### config.mk
export PLATFORM = sky130hd
export DESIGN_NAME = diff_in_lock_monitor
export DESIGN_NICKNAME = d
export VERILOG_FILES = /design/src/rtl/diff_in_pkg.sv /design/src/rtl/diff_in_sync.sv /design/src/rtl/diff_in_lock_monitor.sv
export SDC_FILE = /design/constraint.sdc
export NUM_CORES = 1
export LEC_CHECK = 0
export ABC_AREA = 1
export BUFFER_PORTS_ARGS = -buffer_cell sky130_fd_sc_hd__buf_2
export CORE_AREA = 2 2 68 77
export CTS_BUF_LIST = sky130_fd_sc_hd__clkbuf_16
export CTS_CLUSTER_SIZE = 24
export DETAILED_ROUTE_END_ITERATION = 8
export DIE_AREA = 0 0 70 79
export PLACE_DENSITY = 0.73
export RECOVER_POWER = 100
export SYNTH_ARGS = -nofsm -noshare
export SYNTH_HDL_FRONTEND = slang
export SYNTH_SLANG_ARGS = --single-unit
### constraint.sdc
create_clock -name i_clk -period 2.01 [get_ports i_clk]
set_clock_uncertainty 0.05 [all_clocks]
set_input_delay 0 -clock i_clk [delete_from_list [all_inputs] [get_ports i_clk]]
set_output_delay 0 -clock i_clk [all_outputs]
set_load 0.01 [all_outputs]
### src/rtl/diff_in_pkg.sv
// Shared definitions for the differential-input lock monitor.
package diff_in_pkg;

  localparam int STATE_W = 2;

  // Encoding is visible on the STATE port, so values are fixed.
  typedef enum logic [STATE_W-1:0] {
    ST_IDLE   = 2'b00,
    ST_ACQ    = 2'b01,
    ST_LOCKED = 2'b10,
    ST_FAULT  = 2'b11
  } state_t;

endpackage

### src/rtl/diff_in_sync.sv
// Dual-leg synchroniser: brings the true and complement legs of a
// differential input buffer into the sampling clock domain.
module diff_in_sync #(
  parameter int STAGES = 2
) (
  input  logic i_clk,
  input  logic i_rst,
  input  logic i_di,
  input  logic i_dib,
  output logic o_s_di,
  output logic o_s_dib
);

  logic [STAGES-1:0] r_di_sync;
  logic [STAGES-1:0] r_dib_sync;

  // Shift each leg through its own flop chain; both chains reset to 0.
  // NOTE: sequential state uses non-blocking (<=) so every flop samples the
  // pre-edge value of its neighbour, which is what makes this a shift chain.
  always_ff @(posedge i_clk or posedge i_rst) begin
    if (i_rst) begin
      r_di_sync  <= '0;
      r_dib_sync <= '0;
    end else begin
      r_di_sync  <= {r_di_sync[STAGES-2:0], i_di};
      r_dib_sync <= {r_dib_sync[STAGES-2:0], i_dib};
    end
  end

  assign o_s_di  = r_di_sync[STAGES-1];
  assign o_s_dib = r_dib_sync[STAGES-1];

endmodule

### src/rtl/diff_in_lock_monitor.sv
// Differential input lock monitor: checks that the two legs stay
// complementary, qualifies edge activity and reports lock, loss-of-signal
// and sticky fault. i_rst asserts asynchronously; the reset generator is
// expected to release it synchronously to i_clk.
module diff_in_lock_monitor
  import diff_in_pkg::*;
#(
  parameter int SYNC_STAGES  = 2,
  parameter int LOCK_EDGES   = 16,
  parameter int LOS_CYCLES   = 256,
  parameter int FAULT_CYCLES = 4,
  parameter int CNT_W        = 16
) (
  input  logic               i_clk,
  input  logic               i_rst,
  input  logic               i_en,
  input  logic               i_di,
  input  logic               i_dib,
  input  logic               i_clr,
  output logic               o_data,
  output logic               o_locked,
  output logic               o_los,
  output logic               o_fault,
  output logic [STATE_W-1:0] o_state,
  output logic [CNT_W-1:0]   o_edge_cnt
);

  localparam int INV_W = $clog2(FAULT_CYCLES + 1);
  localparam int LOS_W = $clog2(LOS_CYCLES + 1);
  localparam int ACQ_W = $clog2(LOCK_EDGES + 1);

  localparam logic [INV_W-1:0] INV_MAX = INV_W'(FAULT_CYCLES);
  localparam logic [INV_W-1:0] INV_HIT = INV_W'(FAULT_CYCLES - 1);
  localparam logic [LOS_W-1:0] LOS_MAX = LOS_W'(LOS_CYCLES);
  localparam logic [LOS_W-1:0] LOS_HIT = LOS_W'(LOS_CYCLES - 1);
  localparam logic [ACQ_W-1:0] ACQ_MAX = ACQ_W'(LOCK_EDGES);

  logic             w_s_di;
  logic             w_s_dib;
  logic             w_valid;
  logic             w_edge_det;
  logic             w_fault_hit;
  logic             w_los_hit;
  logic             w_lock_hit;
  logic [INV_W-1:0] w_inv_nxt;
  logic [LOS_W-1:0] w_los_nxt;
  logic [ACQ_W-1:0] w_acq_upd;
  state_t           w_state_nxt;

  state_t           r_state;
  logic             r_data;
  logic             r_edge;
  logic [INV_W-1:0] r_inv_cnt;
  logic [LOS_W-1:0] r_los_tmr;
  logic [ACQ_W-1:0] r_acq_cnt;
  logic [CNT_W-1:0] r_edge_cnt;

  diff_in_sync #(
    .STAGES (SYNC_STAGES)
  ) u_sync (
    .i_clk   (i_clk),
    .i_rst   (i_rst),
    .i_di    (i_di),
    .i_dib   (i_dib),
    .o_s_di  (w_s_di),
    .o_s_dib (w_s_dib)
  );

  // A pair is valid only while the legs disagree; an edge is a valid value
  // that differs from the last valid value, so invalid gaps never fake edges.
  assign w_valid    = w_s_di ^ w_s_dib;
  assign w_edge_det = i_en & w_valid & (w_s_di != r_data);

  // Saturating next values and the "counter is about to reach its limit"
  // conditions, so transitions land on the same edge the counter hits.
  // NOTE: every signal driven here gets a default first; a path that leaves
  // one unassigned would infer a latch.
  always_comb begin
    w_inv_nxt = '0;
    w_los_nxt = '0;
    w_acq_upd = r_acq_cnt;
    if (!w_valid) begin
      w_inv_nxt = (r_inv_cnt == INV_MAX) ? INV_MAX : r_inv_cnt + INV_W'(1);
    end
    if (!r_edge) begin
      w_los_nxt = (r_los_tmr == LOS_MAX) ? LOS_MAX : r_los_tmr + LOS_W'(1);
    end
    w_fault_hit = !w_valid && (r_inv_cnt >= INV_HIT);
    w_los_hit   = !r_edge && (r_los_tmr >= LOS_HIT);
    if (!w_valid || w_los_hit) begin
      w_acq_upd = '0;
    end else if (r_edge && (r_acq_cnt != ACQ_MAX)) begin
      w_acq_upd = r_acq_cnt + ACQ_W'(1);
    end
    w_lock_hit = r_edge && (w_acq_upd == ACQ_MAX);
  end

  // Next-state logic; priority: disable, fault, loss-of-signal, lock.
  always_comb begin
    w_state_nxt = r_state;
    if (!i_en) begin
      w_state_nxt = ST_IDLE;
    end else begin
      unique case (r_state)
        ST_IDLE:   w_state_nxt = ST_ACQ;
        ST_FAULT:  if (i_clr) w_state_nxt = ST_ACQ;
        ST_ACQ: begin
          if (w_fault_hit)     w_state_nxt = ST_FAULT;
          else if (w_lock_hit) w_state_nxt = ST_LOCKED;
        end
        ST_LOCKED: begin
          if (w_fault_hit)     w_state_nxt = ST_FAULT;
          else if (w_los_hit)  w_state_nxt = ST_ACQ;
        end
        default:   w_state_nxt = ST_IDLE;
      endcase
    end
  end

  // State register.
  always_ff @(posedge i_clk or posedge i_rst) begin
    if (i_rst) r_state <= ST_IDLE;
    else       r_state <= w_state_nxt;
  end

  // Data hold and registered edge strobe; DATA freezes while disabled.
  always_ff @(posedge i_clk or posedge i_rst) begin
    if (i_rst) begin
      r_data <= 1'b0;
      r_edge <= 1'b0;
    end else begin
      r_edge <= w_edge_det;
      if (i_en && w_valid) r_data <= w_s_di;
    end
  end

  // Supervision counters; all cleared while disabled.
  always_ff @(posedge i_clk or posedge i_rst) begin
    if (i_rst) begin
      r_inv_cnt  <= '0;
      r_los_tmr  <= '0;
      r_acq_cnt  <= '0;
      r_edge_cnt <= '0;
    end else if (!i_en) begin
      r_inv_cnt  <= '0;
      r_los_tmr  <= '0;
      r_acq_cnt  <= '0;
      r_edge_cnt <= '0;
    end else begin
      r_inv_cnt <= w_inv_nxt;
      r_los_tmr <= w_los_nxt;
      r_acq_cnt <= (r_state == ST_ACQ && w_state_nxt == ST_ACQ) ? w_acq_upd : '0;
      if (w_state_nxt != ST_LOCKED) begin
        r_edge_cnt <= '0;
      end else if (r_state == ST_LOCKED && r_edge && (r_edge_cnt != '1)) begin
        r_edge_cnt <= r_edge_cnt + CNT_W'(1);
      end
    end
  end

  assign o_data     = r_data;
  assign o_locked   = (r_state == ST_LOCKED);
  assign o_fault    = (r_state == ST_FAULT);
  assign o_los      = (r_los_tmr == LOS_MAX) &&
                      (r_state == ST_ACQ || r_state == ST_LOCKED);
  assign o_state    = r_state;
  assign o_edge_cnt = r_edge_cnt;

endmodule

# Word-level counts from Yosys, hierarchy flattened
# Cells that the tools add are included.
# word_totals
regBits	41
latch_bits	0
ram_bits	0
rom_bits	0
inputBits	6
output_inout_bits	22
elab_cells	64
memories	0
# op_classes
n_addsub	4
n_mul	0
div_mod_pow	0
n_lt_le_gt_ge	2
eq_ne	12
n_shift	0
muxes	20
bitwise_logic	3
n_reduce_logical	14
# ops
cell	count
16-bit two-way mux	3
9-bit two-way mux	3
5-bit two-way mux	4
16-bit by 1-bit adder with 16-bit output (second input constant)	1
16-bit inequality test (second input constant)	1
2-bit two-way mux	6
9-bit by 1-bit adder with 9-bit output (second input constant)	1
9-bit == test (second input constant)	1
9-bit by 8-bit greater-or-equal comparator with 1-bit output (second input constant)	1
1-bit logical AND	9
3-bit two-way mux	3
2-bit case mux with 4 select lines	1
5-bit by 1-bit adder with 5-bit output (second input constant)	1
5-bit == test (second input constant)	1
5-bit inequality test (second input constant)	1
2-bit by 1-bit == test with 1-bit output (second input constant)	2
2-bit == test (second input constant)	2
3-bit by 1-bit adder with 3-bit output (second input constant)	1
3-bit == test (second input constant)	1
3-bit by 2-bit greater-or-equal comparator with 1-bit output (second input constant)	1
3-bit by 1-bit inequality test with 1-bit output (second input constant)	1
1-bit bitwise AND	2
1-bit logical NOT	2
2-bit logical NOT	1
other kinds (4)	5

# Depth between registers and ports, before layout
# depth
depth_word	14
ltp_mapped	18
depth_no_buf	18

# Cells and area by module
# Synthesis repeated with hierarchy kept, for this count alone.
# unflattened
hier_cells	313
hier_area_um2	2462.4
# by_module_without_submodules
module	n_inst	cells_each	area_each_um2	seq_area_each_um2
diff_in_lock_monitor	1	308	2358.5	925.9
diff_in_sync	1	5	103.8	100.1

# Least setup slack after synthesis
# OpenSTA, ideal clock, no wires.
# synth_path
path_kind	reg2reg
from	reg r_los_tmr[0]
to	reg r_edge_cnt[12], in the netlist o_edge_cnt[12]
setup_time_ps	122
arrival_time_ps	2045
path_slack_ps	-207
path_stages_with_launch	18
period_less_slack_ps	2217
cell_sequence	dfrtp_1 ha_1 nand2_1 nor2_1 nand2_1 nor2_1 ha_1 nor2_1 nand2_2 a21oi_2 o21ai_1 nand3_1 nand2_1 nand2_1 nand2_2 nand3_4 buf_6 nor2_2
# synth_between
elab_chain_len	13
# synth_lines
item	line_no	rtl
start, declared	diff_in_lock_monitor.sv:54	logic [LOS_W-1:0] r_los_tmr;
start signal, assigned	diff_in_lock_monitor.sv:151	r_los_tmr <= w_los_nxt;
9-bit by 8-bit greater-or-equal comparator with 1-bit output (*)	diff_in_lock_monitor.sv:89	w_los_hit = !r_edge && (r_los_tmr >= LOS_HIT);
1-bit logical AND (*)	diff_in_lock_monitor.sv:89	
1-bit logical OR	diff_in_lock_monitor.sv:90	if (!w_valid || w_los_hit) begin
5-bit two-way mux	diff_in_lock_monitor.sv:90	
5-bit == test	diff_in_lock_monitor.sv:95	w_lock_hit = r_edge && (w_acq_upd == ACQ_MAX);
1-bit logical AND	diff_in_lock_monitor.sv:95	
2-bit two-way mux	diff_in_lock_monitor.sv:109	else if (w_lock_hit) w_state_nxt = ST_LOCKED;
2-bit two-way mux	diff_in_lock_monitor.sv:108	if (w_fault_hit) w_state_nxt = ST_FAULT;
2-bit case mux with 4 select lines (*)	diff_in_lock_monitor.sv:104	unique case (r_state)
2-bit two-way mux (*)	diff_in_lock_monitor.sv:101	if (!i_en) begin
2-bit inequality test (*)	diff_in_lock_monitor.sv:153	if (w_state_nxt != ST_LOCKED) begin
16-bit two-way mux	diff_in_lock_monitor.sv:153	
16-bit two-way mux	diff_in_lock_monitor.sv:144	end else if (!i_en) begin
end signal, assigned	diff_in_lock_monitor.sv:156	r_edge_cnt <= r_edge_cnt + CNT_W'(1);
end, declared	diff_in_lock_monitor.sv:56	logic [CNT_W-1:0] r_edge_cnt;
# Every way passes the cells marked *; elsewhere a longest branch is shown, timed or not.
# A chain may end at the register's enable or synchronous reset.

# Worst setup path after layout
# layout_path
from	reg r_los_tmr[1]
to	reg r_edge_cnt[13], in the netlist o_edge_cnt[13]
# Same word-level chain as after synthesis.

==> results.json <==
{
  "path_class": "reg -> reg",
  "worstReg2RegStart": "r_los_tmr[1]",
  "nets": 391,
  "place_inst": 411,
  "syn2layout_area_growth_pct": 35.2,
  "wl_per_cell_microns": 13.1,
  "violations": "setup timing",
  "clkSlewWorstSetupHoldPaths_ns": 0.06,
  "hold_class": "in -> reg",
  "syn_nets": 319,
  "grt_pass1_wl_microns": 9550,
  "dieHeight_microns": 79,
  "place.gp.congestion": 0.949,
  "ys_ff_latch": 41,
  "final_cells": 431,
  "period_minus_slack_ns": 2.31,
  "grt_max_degree": 42,
  "postSynthCellCount": 300,
  "rsz0062_at_grt": "yes",
  "drt_first_pass_iters": 4,
  "yosysSeqAreaShare_pct": 43.0,
  "crit_start": "r_los_tmr[1]",
  "drv_slew": 0,
  "tightest_slew_ns": 1.02,
  "endpoint_kind": "flop",
  "fillCellCount": 384,
  "critPathMaxFanout": 8,
  "cts_buffer_depth": 2,
  "async_flop_share_pct": 100,
  "final.setup.tns_ns": -6.48,
  "final_cell_mix": "56 x nand2_1, 42 x inv_1, 41 x dfrtp_1",
  "drt_wl_total_microns": 5640,
  "r2r_slack_ns": -0.30,
  "multi_input_area_sq_um": 1310,
  "clk_latency_ns": 0.28,
  "fin_crit_sh_pct": 115,
  "pin_count": 28,
  "first_iter_violations": 80,
  "fin_ws_ns": -0.303,
  "dieArea_sq_um": 5530,
  "drtAntennaViolNets": 0,
  "p_leak_nw": 1.47,
  "timing_hold_violations_final": 0,
  "status": "complete, but fails checks",
  "ir_drop_uv": 483,
  "layout_commonest_cell": "nand2_1",
  "netlist.area_leader.share_pct": 43.0,
  "netlist_area_sq_um": 2390,
  "synth_edf_count": 0,
  "clkSinkCount": 41,
  "cts_inserted_buffers": 5,
  "die_w_microns": 70,
  "core.rowCount": 27,
  "root_buffer": "clkbuf_16",
  "power_density_nw_per_um2": 648,
  "grt_util_all_layers_pct": 21.2,
  "overflow": 0,
  "drc": 0,
  "insertedDiodeCount": 0,
  "crit_required_ns": 2.18,
  "fmax_ghz": 0.432,
  "vias": 2190,
  "antenna_found_initial": 0,
  "viasPerCell": 5.08,
  "initial_core_util_pct": 49.7,
  "portBuffers": 27,
  "grt_pass1_vias": 2151,
  "layout-drive-gt1-share_pct": 29.8,
  "place_hpwl_microns": 3680,
  "core-area_sq_um": 4800,
  "worstPathArrival_ns": 2.48,
  "power_w": 0.00209,
  "regArea_sq_um": 1030,
  "ys.warnings.count": 0,
  "avgSynthCellArea_sq_um": 7.95,
  "synthDistinctLibCells": 33,
  "htreeDepth": 2,
  "ys.flop_type": "dfrtp_1",
  "worst_hold_startpoint": "i_en",
  "synth_top_area_cell": "dfrtp_1",
  "tritoncts": "done",
  "start_kind": "flop",
  "synth_area_leaders": "dfrtp_1 43%, nand2_1 10%, ha_1 6.8%",
  "cap_violations": 0,
  "finalSetupViolations": 23,
  "relSlewSlack_pct": 32.2
}
## layout make-up
| cell class | count | area share [%] |
|---|---|---|
| Timing Repair Buffer | 67 | 14.3 |
| Multi-Input combinational cell | 213 | 40.5 |
| Clock inverter | 3 | 2.13 |
| Tap cell | 58 | 2.25 |
| Inverter | 44 | 5.12 |
| Clock buffer | 5 | 3.88 |
| Sequential cell | 41 | 31.8 |
## cell usage after synthesis, types with 2 or more instances
master and n:
o21ai_1 4, nor2_2 13, nand3_1 10, a31oi_1 2, xor2_1 5, nand2_1 64, nor2_1 41, nor3_1 4
inv_1 42, o21ai_0 9, ha_1 13, a21oi_2 2, nand4_1 5, or2_2 2, a21oi_1 12, nor2_4 2
o22ai_1 3, nor3b_1 4, nand2_2 3, dfrtp_1 41, xnor2_1 7
## flip-flops by register name, summed over array words and instances (netlist names)
register and flops:
r_inv_cnt 3, r_los_tmr 9, o_edge_cnt 16, u_sync.r_dib_sync 2, u_sync.r_di_sync 2, o_state 2
r_edge 1, o_data 1, r_acq_cnt 5
## metrics by stage
step                      utilization, %  instance area [sq um]  hold slack [ns]  worst slack, ns
after floorplan                        -                   2410          -0.0186           -0.137
after global placement              58.9                   2830           0.0578           -0.157
after detailed placement            58.9                   2830           0.0593           -0.220
after CTS                           65.9                   3160           0.0135           -0.236
after global routing                67.3                   3230           0.0171           -0.449
final                               67.3                   3230          0.00681           -0.303
## worst max-delay path, cell delays in order (launching register included)
cell and delay, ns:
dfrtp_1 0.38, ha_2 0.19, nand2_2 0.09, nor2_4 0.04, nand2_2 0.07, nor2_2 0.05
ha_2 0.16, nor2_2 0.12, nand2_2 0.09, nand2_2 0.10, nand3_2 0.08, nor2_1 0.09
nand3_1 0.11, nand2_1 0.08, nand2_1 0.07, nand2_2 0.11, nand3_4 0.12, buf_16 0.18
nor2_2 0.08
## cell families (layout without fill, tap and decap cells)
logic type                 count (synthesis)  after routing  synth area share, %
DFF                                       41             41                 43.0
adders and majority gates                 13             13                 6.82
xor gates and xnor gates                  12             12                 4.40
and+or+nand+nor                          151            151                 29.1
muxes                                      1              1                0.472
buffers and inverters                     46            119                 7.60
AOI/OAI and AO/OA                         36             36                 8.60
## final timing paths
path / to / cells past startpoint
max: o_edge_cnt[13] / 18
min: r_inv_cnt[0] / 3
max reg2reg: o_edge_cnt[13] / 18
min reg2reg: u_sync.r_di_sync[1] / 0
max in group asynchronous: o_edge_cnt[2] / 4
min in group asynchronous: r_los_tmr[0] / 4
## timing repair
| item | CTS | global route |
|---|---|---|
| pin swaps | 13 | 12 |
| gates cloned | 1 | 0 |
| hold buffers | 4 | 0 |
| endpoints found under the setup margin | 23 | 23 |
| gates resized for setup | 11 | 19 |
| endpoints found under the hold margin | 44 | 0 |
| setup buffers | 5 | 2 |
## power breakdown
group	total, W	switching (W)	internal (W)
Combinational	0.000175	0.000103	0.0000720
Clock	0.00105	0.000335	0.000716
Sequential	0.000866	0.0000189	0.000847
## routing by layer
layer,GRT usage (%),wire length [microns]
met3,3.81,221
met4,7.12,130
met2,36.1,2790
met5,0,0
met1,27.3,2500
No activity file was read; power rests on OpenSTA's default activity.
